**src/rtl/fir_out.sv**
```systemverilog
// FIR result output stage: shift/saturate, show-ahead FIFO, frame counter and status FSM.
// Optional FIR_OUT_ROUND_EN adds round-half-up ahead of the shift.
module fir_out #(
  parameter int unsigned IN_W  = 40,
  parameter int unsigned OUT_W = 16,
  parameter int unsigned DEPTH = 8
) (
  input  logic                       clk,
  input  logic                       rst,
  input  logic                       flush,
  input  logic [3:0]                 shift,
  input  logic [15:0]                out_len,
  input  logic                       in_valid,
  input  logic [IN_W-1:0]            in_data_i,
  input  logic [IN_W-1:0]            in_data_q,
  output logic                       out_valid,
  input  logic                       out_ready,
  output logic [OUT_W-1:0]           out_data_i,
  output logic [OUT_W-1:0]           out_data_q,
  output logic                       out_last,
  output logic                       tx_busy,
  output logic                       tx_done,
  output logic                       tx_overflow,
  output logic [$clog2(DEPTH):0]     level
);

  localparam int unsigned AW = $clog2(DEPTH);
  localparam int unsigned LW = AW + 1;
  localparam int unsigned EW = IN_W + 1;
  localparam logic signed [EW-1:0] MAX_V = {{(EW-OUT_W+1){1'b0}}, {(OUT_W-1){1'b1}}};
  localparam logic signed [EW-1:0] MIN_V = {{(EW-OUT_W+1){1'b1}}, {(OUT_W-1){1'b0}}};

  typedef enum logic [1:0] {IDLE, ACTIVE, DONE} state_t;

  state_t             state, state_nxt;
  logic               s1_valid;
  logic [OUT_W-1:0]   s1_i, s1_q;
  logic [OUT_W-1:0]   mem_i [DEPTH];
  logic [OUT_W-1:0]   mem_q [DEPTH];
  logic [AW-1:0]      wr_ptr, rd_ptr;
  logic [LW-1:0]      count;
  logic [15:0]        beat_cnt;
  logic               ovf;
  logic               full, pop, push_ok, frame_end;

  // One extra bit keeps the rounding add from overflowing.
  function automatic logic signed [EW-1:0] scale_fn(input logic [IN_W-1:0] x,
                                                    input logic [3:0] sh);
    logic signed [EW-1:0] ext;
    ext = {x[IN_W-1], x};
`ifdef FIR_OUT_ROUND_EN
    if (sh != 4'd0) ext = ext + (EW'(1) << (sh - 4'd1));
`endif
    return ext >>> sh;
  endfunction

  function automatic logic [OUT_W-1:0] sat_fn(input logic signed [EW-1:0] v);
    if (v > MAX_V) return MAX_V[OUT_W-1:0];
    if (v < MIN_V) return MIN_V[OUT_W-1:0];
    return v[OUT_W-1:0];
  endfunction

  assign out_valid = (count != LW'(0));
  assign full      = (count == LW'(DEPTH));
  assign pop       = out_valid & out_ready;
  assign push_ok   = s1_valid & (~full | pop);
  assign out_last  = out_valid & (out_len != 16'd0) & (beat_cnt == out_len - 16'd1);
  assign frame_end = pop & out_last;

  assign out_data_i  = out_valid ? mem_i[rd_ptr] : '0;
  assign out_data_q  = out_valid ? mem_q[rd_ptr] : '0;
  assign level       = count;
  assign tx_overflow = ovf;
  assign tx_done     = (state == DONE);
  assign tx_busy     = (state == ACTIVE) | out_valid | s1_valid;

  // Stage 1: scale and saturate each component.
  always_ff @(posedge clk or posedge rst) begin
    if (rst) begin
      s1_valid <= 1'b0;
      s1_i     <= '0;
      s1_q     <= '0;
    end else if (flush) begin
      s1_valid <= 1'b0;
    end else begin
      s1_valid <= in_valid;
      if (in_valid) begin
        s1_i <= sat_fn(scale_fn(in_data_i, shift));
        s1_q <= sat_fn(scale_fn(in_data_q, shift));
      end
    end
  end

  always_ff @(posedge clk) begin
    if (push_ok && !flush) begin
      mem_i[wr_ptr] <= s1_i;
      mem_q[wr_ptr] <= s1_q;
    end
  end

  // FIFO pointers, occupancy, overflow flag and beat counter.
  always_ff @(posedge clk or posedge rst) begin
    if (rst) begin
      wr_ptr   <= '0;
      rd_ptr   <= '0;
      count    <= '0;
      ovf      <= 1'b0;
      beat_cnt <= '0;
    end else if (flush) begin
      wr_ptr   <= '0;
      rd_ptr   <= '0;
      count    <= '0;
      ovf      <= 1'b0;
      beat_cnt <= '0;
    end else begin
      if (push_ok) wr_ptr <= wr_ptr + AW'(1);
      if (pop)     rd_ptr <= rd_ptr + AW'(1);
      case ({push_ok, pop})
        2'b10:   count <= count + LW'(1);
        2'b01:   count <= count - LW'(1);
        default: count <= count;
      endcase
      if (s1_valid && full && !pop) ovf <= 1'b1;
      if (pop) beat_cnt <= out_last ? 16'd0 : beat_cnt + 16'd1;
    end
  end

  always_ff @(posedge clk or posedge rst) begin
    if (rst) state <= IDLE;
    else     state <= state_nxt;
  end

  // A frame ending in the DONE cycle itself re-enters DONE for that frame.
  always_comb begin
    state_nxt = state;
    if (flush) begin
      state_nxt = IDLE;
    end else begin
      case (state)
        IDLE:    if (push_ok) state_nxt = ACTIVE;
        ACTIVE:  if (frame_end) state_nxt = DONE;
        DONE: begin
          if (frame_end)                state_nxt = DONE;
          else if (out_valid | push_ok) state_nxt = ACTIVE;
          else                          state_nxt = IDLE;
        end
        default: state_nxt = IDLE;
      endcase
    end
  end

endmodule
```
**config.mk**
```make
export PLATFORM = sky130hd
export DESIGN_NAME = fir_out
export DESIGN_NICKNAME = d
export VERILOG_FILES = /design/src/rtl/fir_out.sv
export SDC_FILE = /design/constraint.sdc
export NUM_CORES = 1
export LEC_CHECK = 0
export CAP_MARGIN = 20
export CORE_MARGIN = 8
export CORE_UTILIZATION = 30
export DETAILED_ROUTE_END_ITERATION = 8
export PLACE_DENSITY_LB_ADDON = 0.12
export SYNTH_ARGS = -nofsm -noshare
export SYNTH_HDL_FRONTEND = slang
export SYNTH_SLANG_ARGS = --single-unit
```
**constraint.sdc**
```tcl
create_clock -name clk -period 7.81 [get_ports clk]
set_input_delay 1.562 -clock clk [delete_from_list [all_inputs] [get_ports clk]]
set_output_delay 1.562 -clock clk [all_outputs]
set_load 0.02 [all_outputs]
```
==> out/summary.txt, run 1 <==
=========================================================================================
Status                                                                       finished clean
Number of port buffers                                                                145
Post-route DRC                                                                          0
Vias after detailed routing                                                        11,300
Max VDD drop                                                                       183 uV
Antenna violations before repair                                                        0
Post-Syn Area per Cell                                                          13.1 um^2
Ranking of synthesized cells by instance count                               sky130_fd_sc_hd__edfxtp_1, sky130_fd_sc_hd__nand2_1, sky130_fd_sc_hd__nor2_1
CP Buf/Inv Count                                                                        5
Count of cell types in the netlist                                                     72
Number of nets in the finished design                                               1,540
Required time at the endpoint of the critical path                                6.25 ns
P&R area growth vs syn                                                              17.7%
Highest-delay cell along the critical path                                   sky130_fd_sc_hd__clkdlybuf4s50_1
HPWL after detailed placement                                                     30.3 mm
Sum of overflow across all layers after global routing                                  0
Number of hold buffers added after cts                                                  0
Number of maximum-capacitance violations                                                0
Startpoint type of the worst setup path                                        input port
Sinks on Clock Net                                                                    318
Post-CTS Resized                                                                        0
Initial core utilization                                                            30.1%
Die width                                                                          256 um
Largest incremental delay on the critical path                                    0.60 ns
Cell family contributing the most delay on the critical path                 buffers and inverters
Sequential fraction of design power                                                 41.3%
CTS root buffer                                                              sky130_fd_sc_hd__clkbuf_16
Biggest area contributors in the synthesized netlist                         sky130_fd_sc_hd__edfxtp_1, sky130_fd_sc_hd__mux4_2, sky130_fd_sc_hd__dfrtp_1
Number of hold violations in the final report                                           0
Clock period minus worst slack                                                    6.34 ns
GPL Wtd Cong                                                                        0.811
Final Max Tran Viols                                                                    0
Clock tree from TritonCTS                                                            done
Final cell count without fillers                                                    2,216
Worst hold path cell count                                                              2
Start-to-end type of the worst setup path                                       in -> out
Endpoint with the worst hold slack                                           tx_overflow$_DFFE_PP0P_
Netlist Area Pre-Place                                                        17,300 um^2
Worst clock skew                                                                0.0114 ns
Proportion of synthesized chip area in sequential cells                             53.5%
Post-synthesis cell type with the largest combined area                      sky130_fd_sc_hd__edfxtp_1
Number of flip-flops and latches in the synthesized netlist                           318
Static leakage                                                                 0.00669 uW
Average wire per cell in the routed design                                        20.7 um
Proportion of register bits with asynchronous set or reset after synthesis          19.5%
Layout cell share with drive strength beyond 1                                      16.1%
Per-cell via count in the routed design                                              5.09
Final setup violating endpoints                                                         0
Clock insertion delay at the later pin of the skew report                         0.57 ns
GRT Overall Usage                                                                   13.7%
First DRT Iteration DRCs                                                              596
Final TNS setup                                                                      0 ns
Die Span Y                                                                         256 um
Die outline area                                                              65,400 um^2
Share of the cycle needed by the critical path after routing                        81.2%
Top-level I/O count                                                                   146
NetSw                                                                             1580 uW
Worst reg-to-reg setup slack                                                      5.15 ns
Count of H-tree levels built during CTS                                                 1
Actual transition at the worst max-transition pin                                 1.02 ns
Dominant synthesized flop cell                                               sky130_fd_sc_hd__edfxtp_1
Detailed-routed wire length on met2                                               22.0 mm
Synthesized net count                                                               1,430
Headroom to the max-slew limit                                                      31.7%
Reg-to-reg endpoint                                                          state[0]$_DFFE_PP0P_
Largest net degree at the start of global routing                                      69
Number of global-route vias before repair                                          11,900
Highest routing layer actually used                                                  met4
Core Region                                                                   57,300 um^2
Most numerous cell in the Yosys netlist                                      sky130_fd_sc_hd__edfxtp_1
Met1 layer wirelength in the final routing                                        21.6 mm
Clk network pwr share                                                               27.8%
Detailed-routed wire length on met3                                               1.40 mm
Cell-by-cell trace of the critical path                                      clkdlybuf4s50_1 > inv_1 > ha_1 > xor2_1 > or3b_2 > a211oi_1 > a31oi_1 > nor4_1 > nand2_1 > buf_4 > inv_1 > clkdlybuf4s50_1
Critical hold path startpoint                                                tx_overflow$_DFFE_PP0P_
Total instance count after detailed placement                                       2,159
Number of buffers created by CTS                                                       30
Arrival time worst endpoint                                                       4.78 ns
Final core utilization                                                              35.5%
Total internal power                                                              3420 uW
Post-synth EDFFs                                                                      256
Part of the power in combinational logic                                            30.9%
Beginning of the critical path                                                 out_len[0]
Total wirelength of the detailed-routed design                                    45.8 mm
Number of nets with antenna violations after routing                                    0
Number of cells on the worst reg-to-reg path                                            8
Row count                                                                              88
Number of diodes added for antenna fixing                                               0
Critical R2R Launch                                                          beat_cnt[8]$_DFFE_PP0P_
Setup bufs post-CTS                                                                     0
Area fraction of the dominant cell type after synthesis                             44.6%
Number of synthesis warnings                                                            0
Setup crit end kind                                                           output port
Path class of the lowest-slack min-delay path                                  reg -> reg
Highest achievable clock rate                                                     158 MHz
Net Sw Frac                                                                         31.6%
Synth Instances                                                                     1,317
Setup repair after global routing missed its margin                                 false
Pwr Density                                                                   246 nW/um^2
Longest Clk Path Bufs                                                                   3
Global-route wire length before repair                                            72.3 mm
Total iterations of the first detailed-routing run                                      4
Critical path fanouts, max                                                             29
Register clock-pin slew on the reported worst setup and hold paths                0.07 ns
=========================================================================================
[power by group through the flow]
stage	combinational, uW	sequential [uW]	clock [uW]
2_1_floorplan	999	2030	0
6_report	1550	2060	1390
5_1_grt	1690	2090	1500
3_3_place_gp	1600	2100	0
4_1_cts	1600	2070	1440
3_5_place_dp	1600	2110	0
[kinds of logic (layout without fill, tap and decap cells)]
kind of cell	count (synthesis)	after routing	share of synthesized area [%]
and+or+nand+nor	403	403	11.0
DFF	318	318	53.5
muxes	246	246	22.2
AOI/OAI and AO/OA	200	200	7.70
buffers and inverters	115	249	3.55
xor gates and xnor gates	27	27	1.37
adders and majority gates	8	8	0.624
[layout make-up]
cell class              count  area, um^2
repair buffers            172        1640
multi-input cells         884        7460
well taps                 765         957
flip-flops and latches    318        9250
clock inverters            19         153
inverters                  21        78.8
clock buffers              37         777
fillers                  5651       36900
[layout by cell type, fill, tap and decap left out, types with 22 or more instances in the layout]
cell type,Yosys,layout
sky130_fd_sc_hd__edfxtp_1,256,256
sky130_fd_sc_hd__clkdlybuf4s50_1,0,141
sky130_fd_sc_hd__nand2_1,139,139
sky130_fd_sc_hd__nor2_1,115,109
sky130_fd_sc_hd__mux2i_1,105,105
sky130_fd_sc_hd__mux4_2,95,95
sky130_fd_sc_hd__a21oi_1,67,67
sky130_fd_sc_hd__dfrtp_1,62,59
sky130_fd_sc_hd__mux2_2,38,38
sky130_fd_sc_hd__o211ai_1,31,31
sky130_fd_sc_hd__clkbuf_16,0,30
sky130_fd_sc_hd__buf_4,4,28
sky130_fd_sc_hd__nand3_1,27,27
sky130_fd_sc_hd__o21ai_0,22,22
[metrics by stage]
stage	cell area (um^2)	hold WS [ns]	setup WS [ns]	total power (uW)
CTS	20300	0.502	1.45	5110
finish	20300	0.499	1.47	5000
detailed placement	19400	0.487	1.46	3710
floorplan	17300	0.518	2.50	3030
global placement	19400	0.490	1.45	3700
global route	20300	0.519	1.15	5270
[worst register-to-register path, cell delays in order (launching register included)]
cell                       delay (ns)
sky130_fd_sc_hd__dfrtp_1         0.53
sky130_fd_sc_hd__or4b_2          0.62
sky130_fd_sc_hd__a311oi_1        0.27
sky130_fd_sc_hd__a31oi_1         0.14
sky130_fd_sc_hd__nor4_1          0.33
sky130_fd_sc_hd__nand2_1         0.09
sky130_fd_sc_hd__buf_4           0.24
sky130_fd_sc_hd__o221ai_1        0.22
sky130_fd_sc_hd__a21oi_1         0.09
[sequential cells by signal, indices dropped and copies added, names as in the netlist]
| signal | cells |
|---|---|
| s1_valid | 1 |
| state | 2 |
| mem_i | 128 |
| mem_q | 128 |
| beat_cnt | 16 |
| tx_overflow | 1 |
| level | 4 |
| wr_ptr | 3 |
| s1_q | 16 |
| s1_i | 16 |
| rd_ptr | 3 |
[layer usage]
| metal | GRT usage (%) | vias to the layer above |
|---|---|---|
| li1 | - | 5323 |
| met1 | 18.6 | 5730 |
| met2 | 23.3 | 190 |
| met3 | 1.80 | 43 |
| met4 | 3.00 | 0 |
| met5 | 0 | - |
[worst max path at each step]
stage	endpoint	slack (ns)	cells after the start
floorplan	out_last	2.50	10
global placement	out_last	1.45	12
detailed placement	out_last	1.46	10
CTS	out_last	1.45	10
global route	out_last	1.15	10
finish	out_last	1.47	12
Note: power is estimated with default switching activity, not from simulation.
==> run 2, diff against run 1 <==
==> constraint.sdc (replaced) <==
create_clock -name clk -period 6.4 [get_ports clk]
set_input_delay 1.28 -clock clk [delete_from_list [all_inputs] [get_ports clk]]
set_output_delay 1.28 -clock clk [all_outputs]
set_load 0.02 [all_outputs]
==> run 2 against run 1 <==
Net effect:
- core utilization grew 0.25 points
- non-clock buffer count grew 3
- die area is the same
- sequential power grew 24%
- critical path depth shrank 1
- global-route usage grew 0.083 points
- setup slack lost 0.66 ns
- clock skew grew 0.0027 ns
- register-to-register slack lost 1.5 ns
- largest cell class unchanged
==> out/summary.txt, run 2 (synthesis results as in run 1) <==
=====================================================================================
Total instance count after detailed placement                                   2,162
Die outline area                                                          65,400 um^2
Post-CTS Resized                                                                    0
Die Span Y                                                                     256 um
P&R area growth vs syn                                                          18.5%
Largest incremental delay on the critical path                                0.60 ns
Longest Clk Path Bufs                                                               3
Beginning of the critical path                                             out_len[0]
Number of maximum-capacitance violations                                            0
Final Max Tran Viols                                                                0
Layout cell share with drive strength beyond 1                                  16.7%
Number of hold violations in the final report                                       0
Most frequent cells in the layout                                        sky130_fd_sc_hd__edfxtp_1, sky130_fd_sc_hd__clkdlybuf4s50_1, sky130_fd_sc_hd__nand2_1, sky130_fd_sc_hd__nor2_1, sky130_fd_sc_hd__mux2i_1
Register clock-pin slew on the reported worst setup and hold paths            0.07 ns
Startpoint type of the worst setup path                                    input port
Post-route DRC                                                                      0
Antenna violations before repair                                                    0
Pwr Density                                                               306 nW/um^2
Number of hold buffers added after cts                                              0
Top-level I/O count                                                               146
Final cell count without fillers                                                2,219
Highest-delay cell along the critical path                               sky130_fd_sc_hd__clkdlybuf4s50_1
Number of port buffers                                                            145
Highest achievable clock rate                                                 179 MHz
Final TNS setup                                                                  0 ns
Actual transition at the worst max-transition pin                            0.984 ns
Critical path fanouts, max                                                          7
Largest registers ranked by flip-flop count                              mem_i x128, mem_q x128
Clock period minus worst slack                                                5.59 ns
Clock tree from TritonCTS                                                        done
Final setup violating endpoints                                                     0
Die width                                                                      256 um
Power consumption                                                             6260 uW
HPWL after detailed placement                                                 32.0 mm
Cell-by-cell trace of the critical path                                  clkdlybuf4s50_1 > inv_1 > ha_1 > xor2_1 > or3b_2 > a211oi_1 > a31oi_1 > nor4_1 > nand2_1 > inv_1 > clkdlybuf4s50_1
Number of nets with antenna violations after routing                                0
Core Region                                                               57,300 um^2
Sinks on Clock Net                                                                318
Share of the cycle needed by the critical path after routing                    87.4%
Initial core utilization                                                        30.1%
Static leakage                                                             0.00677 uW
Sum of overflow across all layers after global routing                              0
Vias after detailed routing                                                    11,300
GRT Overall Usage                                                               13.8%
Count of H-tree levels built during CTS                                             1
Number of buffers created by CTS                                                   30
Final core utilization                                                          35.7%
Most frequent standard cell in the layout excluding fill and tap cells   sky130_fd_sc_hd__edfxtp_1
First DRT Iteration DRCs                                                          703
Worst hold slack after final layout                                          0.525 ns
Setup repair after global routing missed its margin                             false
Number of diodes added for antenna fixing                                           0
CTS root buffer                                                          sky130_fd_sc_hd__clkbuf_16
Max VDD drop                                                                   234 uV
Path class of the lowest-slack min-delay path                              reg -> reg
Number of nets in the finished design                                           1,543
CP Buf/Inv Count                                                                    4
Headroom to the max-slew limit                                                  34.4%
Start-to-end type of the worst setup path                                   in -> out
Global-route wire length before repair                                        72.8 mm
GPL Wtd Cong                                                                    0.818
Critical hold path startpoint                                            tx_overflow$_DFFE_PP0P_
Critical R2R Launch                                                      level[0]$_DFFE_PP0P_
Total iterations of the first detailed-routing run                                  5
Number of global-route vias before repair                                      11,900
Arrival time worst endpoint                                                   4.31 ns
Per-cell via count in the routed design                                          5.10
Total wirelength of the detailed-routed design                                46.1 mm
Cell family contributing the most delay on the critical path             buffers and inverters
Clock insertion delay at the later pin of the skew report                     0.55 ns
Worst clock skew                                                            0.0141 ns
Setup bufs post-CTS                                                                 0
Status                                                                   finished clean
Row count                                                                          88
Largest net degree at the start of global routing                                  57
Setup crit end kind                                                       output port
Average wire per cell in the routed design                                    20.8 um
Required time at the endpoint of the critical path                            5.12 ns
=====================================================================================
-- run 2: cell types whose count changed in the layout (fill, tap and decap cells not counted), moves of 2 or more --
cell                        change
sky130_fd_sc_hd__clkinv_1       -5
sky130_fd_sc_hd__clkbuf_16      +4
sky130_fd_sc_hd__clkbuf_8       +4
sky130_fd_sc_hd__buf_4          +2
sky130_fd_sc_hd__clkbuf_1       -2
-- run 2: final timing paths --
path / endpoint / slack (ns) / depth (start not counted)
worst max register to register: mem_i[4][12]$_DFFE_PP_ / 3.64 / 6
worst min register to register: tx_overflow$_DFFE_PP0P_ / 0.53 / 2
worst min-delay path: tx_overflow$_DFFE_PP0P_ / 0.53 / 2
max in group asynchronous: rd_ptr[0]$_DFFE_PP0P_ / 4.32 / 3
worst max-delay path: out_last / 0.81 / 11
min in group asynchronous: s1_q[12]$_DFFE_PP0P_ / 1.16 / 2
-- run 2: report_power, final --
part / switching (uW) / leakage [uW] / total (uW) / internal (uW)
registers: 208 / 0.00303 / 2560 / 2350
logic: 976 / 0.00324 / 1870 / 894
clock network: 749 / 0.000506 / 1830 / 1080
total: 1930 / 0.00677 / 6260 / 4330
-- run 2: routing by layer --
metal,vias up,global-route usage [%],share of wire [%]
met1,5728,18.6,46
met2,214,23.7,49
met5,-,0,0
li1,5338,-,-
met3,39,1.53,3.1
met4,0,2.89,1.6
-- run 2: area by class of cell --
| cell class | count | area, um^2 |
|---|---|---|
| Clock buffer | 43 | 925 |
| Sequential cell | 318 | 9250 |
| Timing Repair Buffer | 175 | 1670 |
| Inverter | 21 | 78.8 |
| Fill cell | 5639 | 36800 |
| Clock inverter | 13 | 111 |
| Tap cell | 765 | 957 |
| Multi-Input combinational cell | 884 | 7460 |
-- run 2: worst reg2reg max path: stages, from the launching register on --
cell and delay (ns):
sky130_fd_sc_hd__dfrtp_1 0.48, sky130_fd_sc_hd__nor3_1 0.09, sky130_fd_sc_hd__nand3b_1 0.13, sky130_fd_sc_hd__nand2_1 0.13, sky130_fd_sc_hd__or3_1 0.49, sky130_fd_sc_hd__nor2_4 0.75, sky130_fd_sc_hd__buf_4 0.38
-- run 2: per-stage QoR --
stage	cell area (um^2)	setup WS [ns]
detailed placement	19400	0.778
finish	20500	0.810
global route	20500	0.576
CTS	20400	0.773
global placement	19400	0.764
floorplan	17300	1.65
==> run 3, diff against run 2 <==
--- a/config.mk
+++ b/config.mk
@@ -6,6 +6,7 @@
 export NUM_CORES = 1
 export LEC_CHECK = 0
 export CAP_MARGIN = 20
+export CORE_ASPECT_RATIO = 0.75
 export CORE_MARGIN = 8
 export CORE_UTILIZATION = 30
 export DETAILED_ROUTE_END_ITERATION = 8
==> run 3 against run 2 <==
Net effect:
- core utilization grew 0.36 points
- fmax rose by 0.32%
- clock-buffer cell count is 9 higher
- sequential power hardly changed
- final cell count rose by 1.3%
- hold slack got worse by 0.016 ns
- largest cell class unchanged
- register-to-register slack got worse by 0.25 ns
- sequential share of layout area decreased by 0.37 points
- clock skew up 0.012 ns
- flip-flop and latch count unchanged
==> out/summary.txt, run 3 (synthesis results as in run 1) <==
=====================================================================================
Layout cell share with drive strength beyond 1                                  17.0%
Static leakage                                                             0.00684 uW
Setup bufs post-CTS                                                                 0
Power consumption                                                             6460 uW
Startpoint type of the worst setup path                                    input port
Arrival time worst endpoint                                                   4.29 ns
Post-CTS Resized                                                                    0
Initial core utilization                                                        30.2%
Top-level I/O count                                                               146
Critical R2R Launch                                                      level[0]$_DFFE_PP0P_
Number of cells on the worst reg-to-reg path                                       12
Max VDD drop                                                                   159 uV
Most frequent cells in the layout                                        sky130_fd_sc_hd__edfxtp_1, sky130_fd_sc_hd__clkdlybuf4s50_1, sky130_fd_sc_hd__nand2_1, sky130_fd_sc_hd__nor2_1, sky130_fd_sc_hd__mux2i_1
Sinks on Clock Net                                                                318
Start-to-end type of the worst setup path                                   in -> out
Reg-to-reg endpoint                                                      level[3]$_DFFE_PP0P_
Average wire per cell in the routed design                                    21.7 um
Share of the cycle needed by the critical path after routing                    87.1%
Die width                                                                      293 um
GPL Wtd Cong                                                                    0.830
Global-route wire length before repair                                        74.8 mm
Total instance count after detailed placement                                   2,181
GRT Overall Usage                                                               14.5%
Core Region                                                               57,100 um^2
Setup repair after global routing missed its margin                             false
Count of H-tree levels built during CTS                                             2
Actual transition at the worst max-transition pin                             1.05 ns
Number of nets in the finished design                                           1,552
Per-cell via count in the routed design                                          5.14
Critical path fanouts, max                                                          7
CTS root buffer                                                          sky130_fd_sc_hd__clkbuf_16
Headroom to the max-slew limit                                                  30.1%
Longest Clk Path Bufs                                                               3
Endpoint with the worst hold slack                                       tx_overflow$_DFFE_PP0P_
Most frequent standard cell in the layout excluding fill and tap cells   sky130_fd_sc_hd__edfxtp_1
Number of nets with antenna violations after routing                                0
Number of diodes added for antenna fixing                                           0
Clock tree from TritonCTS                                                        done
Sum of overflow across all layers after global routing                              0
Largest registers ranked by flip-flop count                              mem_i x128, mem_q x128
Final Max Tran Viols                                                                0
Setup crit end kind                                                       output port
Worst reg-to-reg setup slack                                                  3.39 ns
Worst clock skew                                                            0.0266 ns
Post-route DRC                                                                      0
Pwr Density                                                               313 nW/um^2
HPWL after detailed placement                                                 33.2 mm
Critical hold path startpoint                                            tx_overflow$_DFFE_PP0P_
Die outline area                                                          65,500 um^2
Final TNS setup                                                                  0 ns
Final core utilization                                                          36.1%
First DRT Iteration DRCs                                                          923
Number of hold violations in the final report                                       0
Number of global-route vias before repair                                      12,000
Row count                                                                          76
Final setup violating endpoints                                                     0
Vias after detailed routing                                                    11,500
Number of port buffers                                                            145
Worst hold path cell count                                                          2
Clock insertion delay at the later pin of the skew report                     0.52 ns
Antenna violations before repair                                                    2
Required time at the endpoint of the critical path                            5.12 ns
Status                                                                   finished clean
P&R area growth vs syn                                                          19.5%
Number of maximum-capacitance violations                                            0
Number of buffers created by CTS                                                   36
Final cell count without fillers                                                2,247
Path class of the lowest-slack min-delay path                              reg -> reg
Register clock-pin slew on the reported worst setup and hold paths            0.06 ns
Largest net degree at the start of global routing                                  67
Worst hold slack after final layout                                          0.509 ns
Highest achievable clock rate                                                 179 MHz
Number of hold buffers added after cts                                              0
Die Span Y                                                                     224 um
Total iterations of the first detailed-routing run                                  5
Total wirelength of the detailed-routed design                                48.8 mm
Clock period minus worst slack                                                5.57 ns
=====================================================================================
## run 3: how the worst max path moves through the flow
stage | startpoint | to | slack (ns) | cells past startpoint
4_1_cts | out_len[2] | out_last | 0.83 | 9
3_3_place_gp | out_len[2] | out_last | 0.83 | 9
6_report | out_len[2] | out_last | 0.83 | 9
2_1_floorplan | out_len[3] | out_last | 1.65 | 10
5_1_grt | out_len[3] | out_last | 0.63 | 9
3_5_place_dp | out_len[2] | out_last | 0.83 | 9
## run 3: final cells by class
class	count	area [um^2]
timing repair buffer	178	1690
multi-input combinational	884	7460
clock buffer	52	1040
fill	5588	36500
sequential	318	9250
clock inverter	14	121
tap	780	976
inverter	21	78.8
## run 3: per-stage QoR
| step | worst slack [ns] | instance area, um^2 |
|---|---|---|
| after floorplan | 1.65 | 17300 |
| after global placement | 0.828 | 19400 |
| after detailed placement | 0.831 | 19500 |
| after CTS | 0.827 | 20600 |
| after global routing | 0.633 | 20600 |
| final | 0.828 | 20600 |
## run 3: layer usage
metal	vias to the layer above	share of wire (%)	track usage, %	wire length [um]
met2	257	45	22.5	21800
met1	5868	50	21.4	24300
li1	5358	-	-	-
met4	4	1.2	2.55	607
met3	54	4.4	2.47	2140
met5	-	0.047	0	23
## run 3: worst max-delay path: stages
cell and delay (ns):
sky130_fd_sc_hd__clkdlybuf4s50_1 0.51, sky130_fd_sc_hd__or4_1 0.69, sky130_fd_sc_hd__nor3_1 0.45, sky130_fd_sc_hd__nand4_1 0.16, sky130_fd_sc_hd__and3b_1 0.22, sky130_fd_sc_hd__a21oi_1 0.21, sky130_fd_sc_hd__nand2_1 0.12, sky130_fd_sc_hd__inv_1 0.06
sky130_fd_sc_hd__clkdlybuf4s50_1 0.59
## run 3: power breakdown
group	switching (uW)	internal (uW)	leakage, uW
sequential	187	2350	0.00303
combinational	1010	885	0.00325
clock	809	1210	0.000566
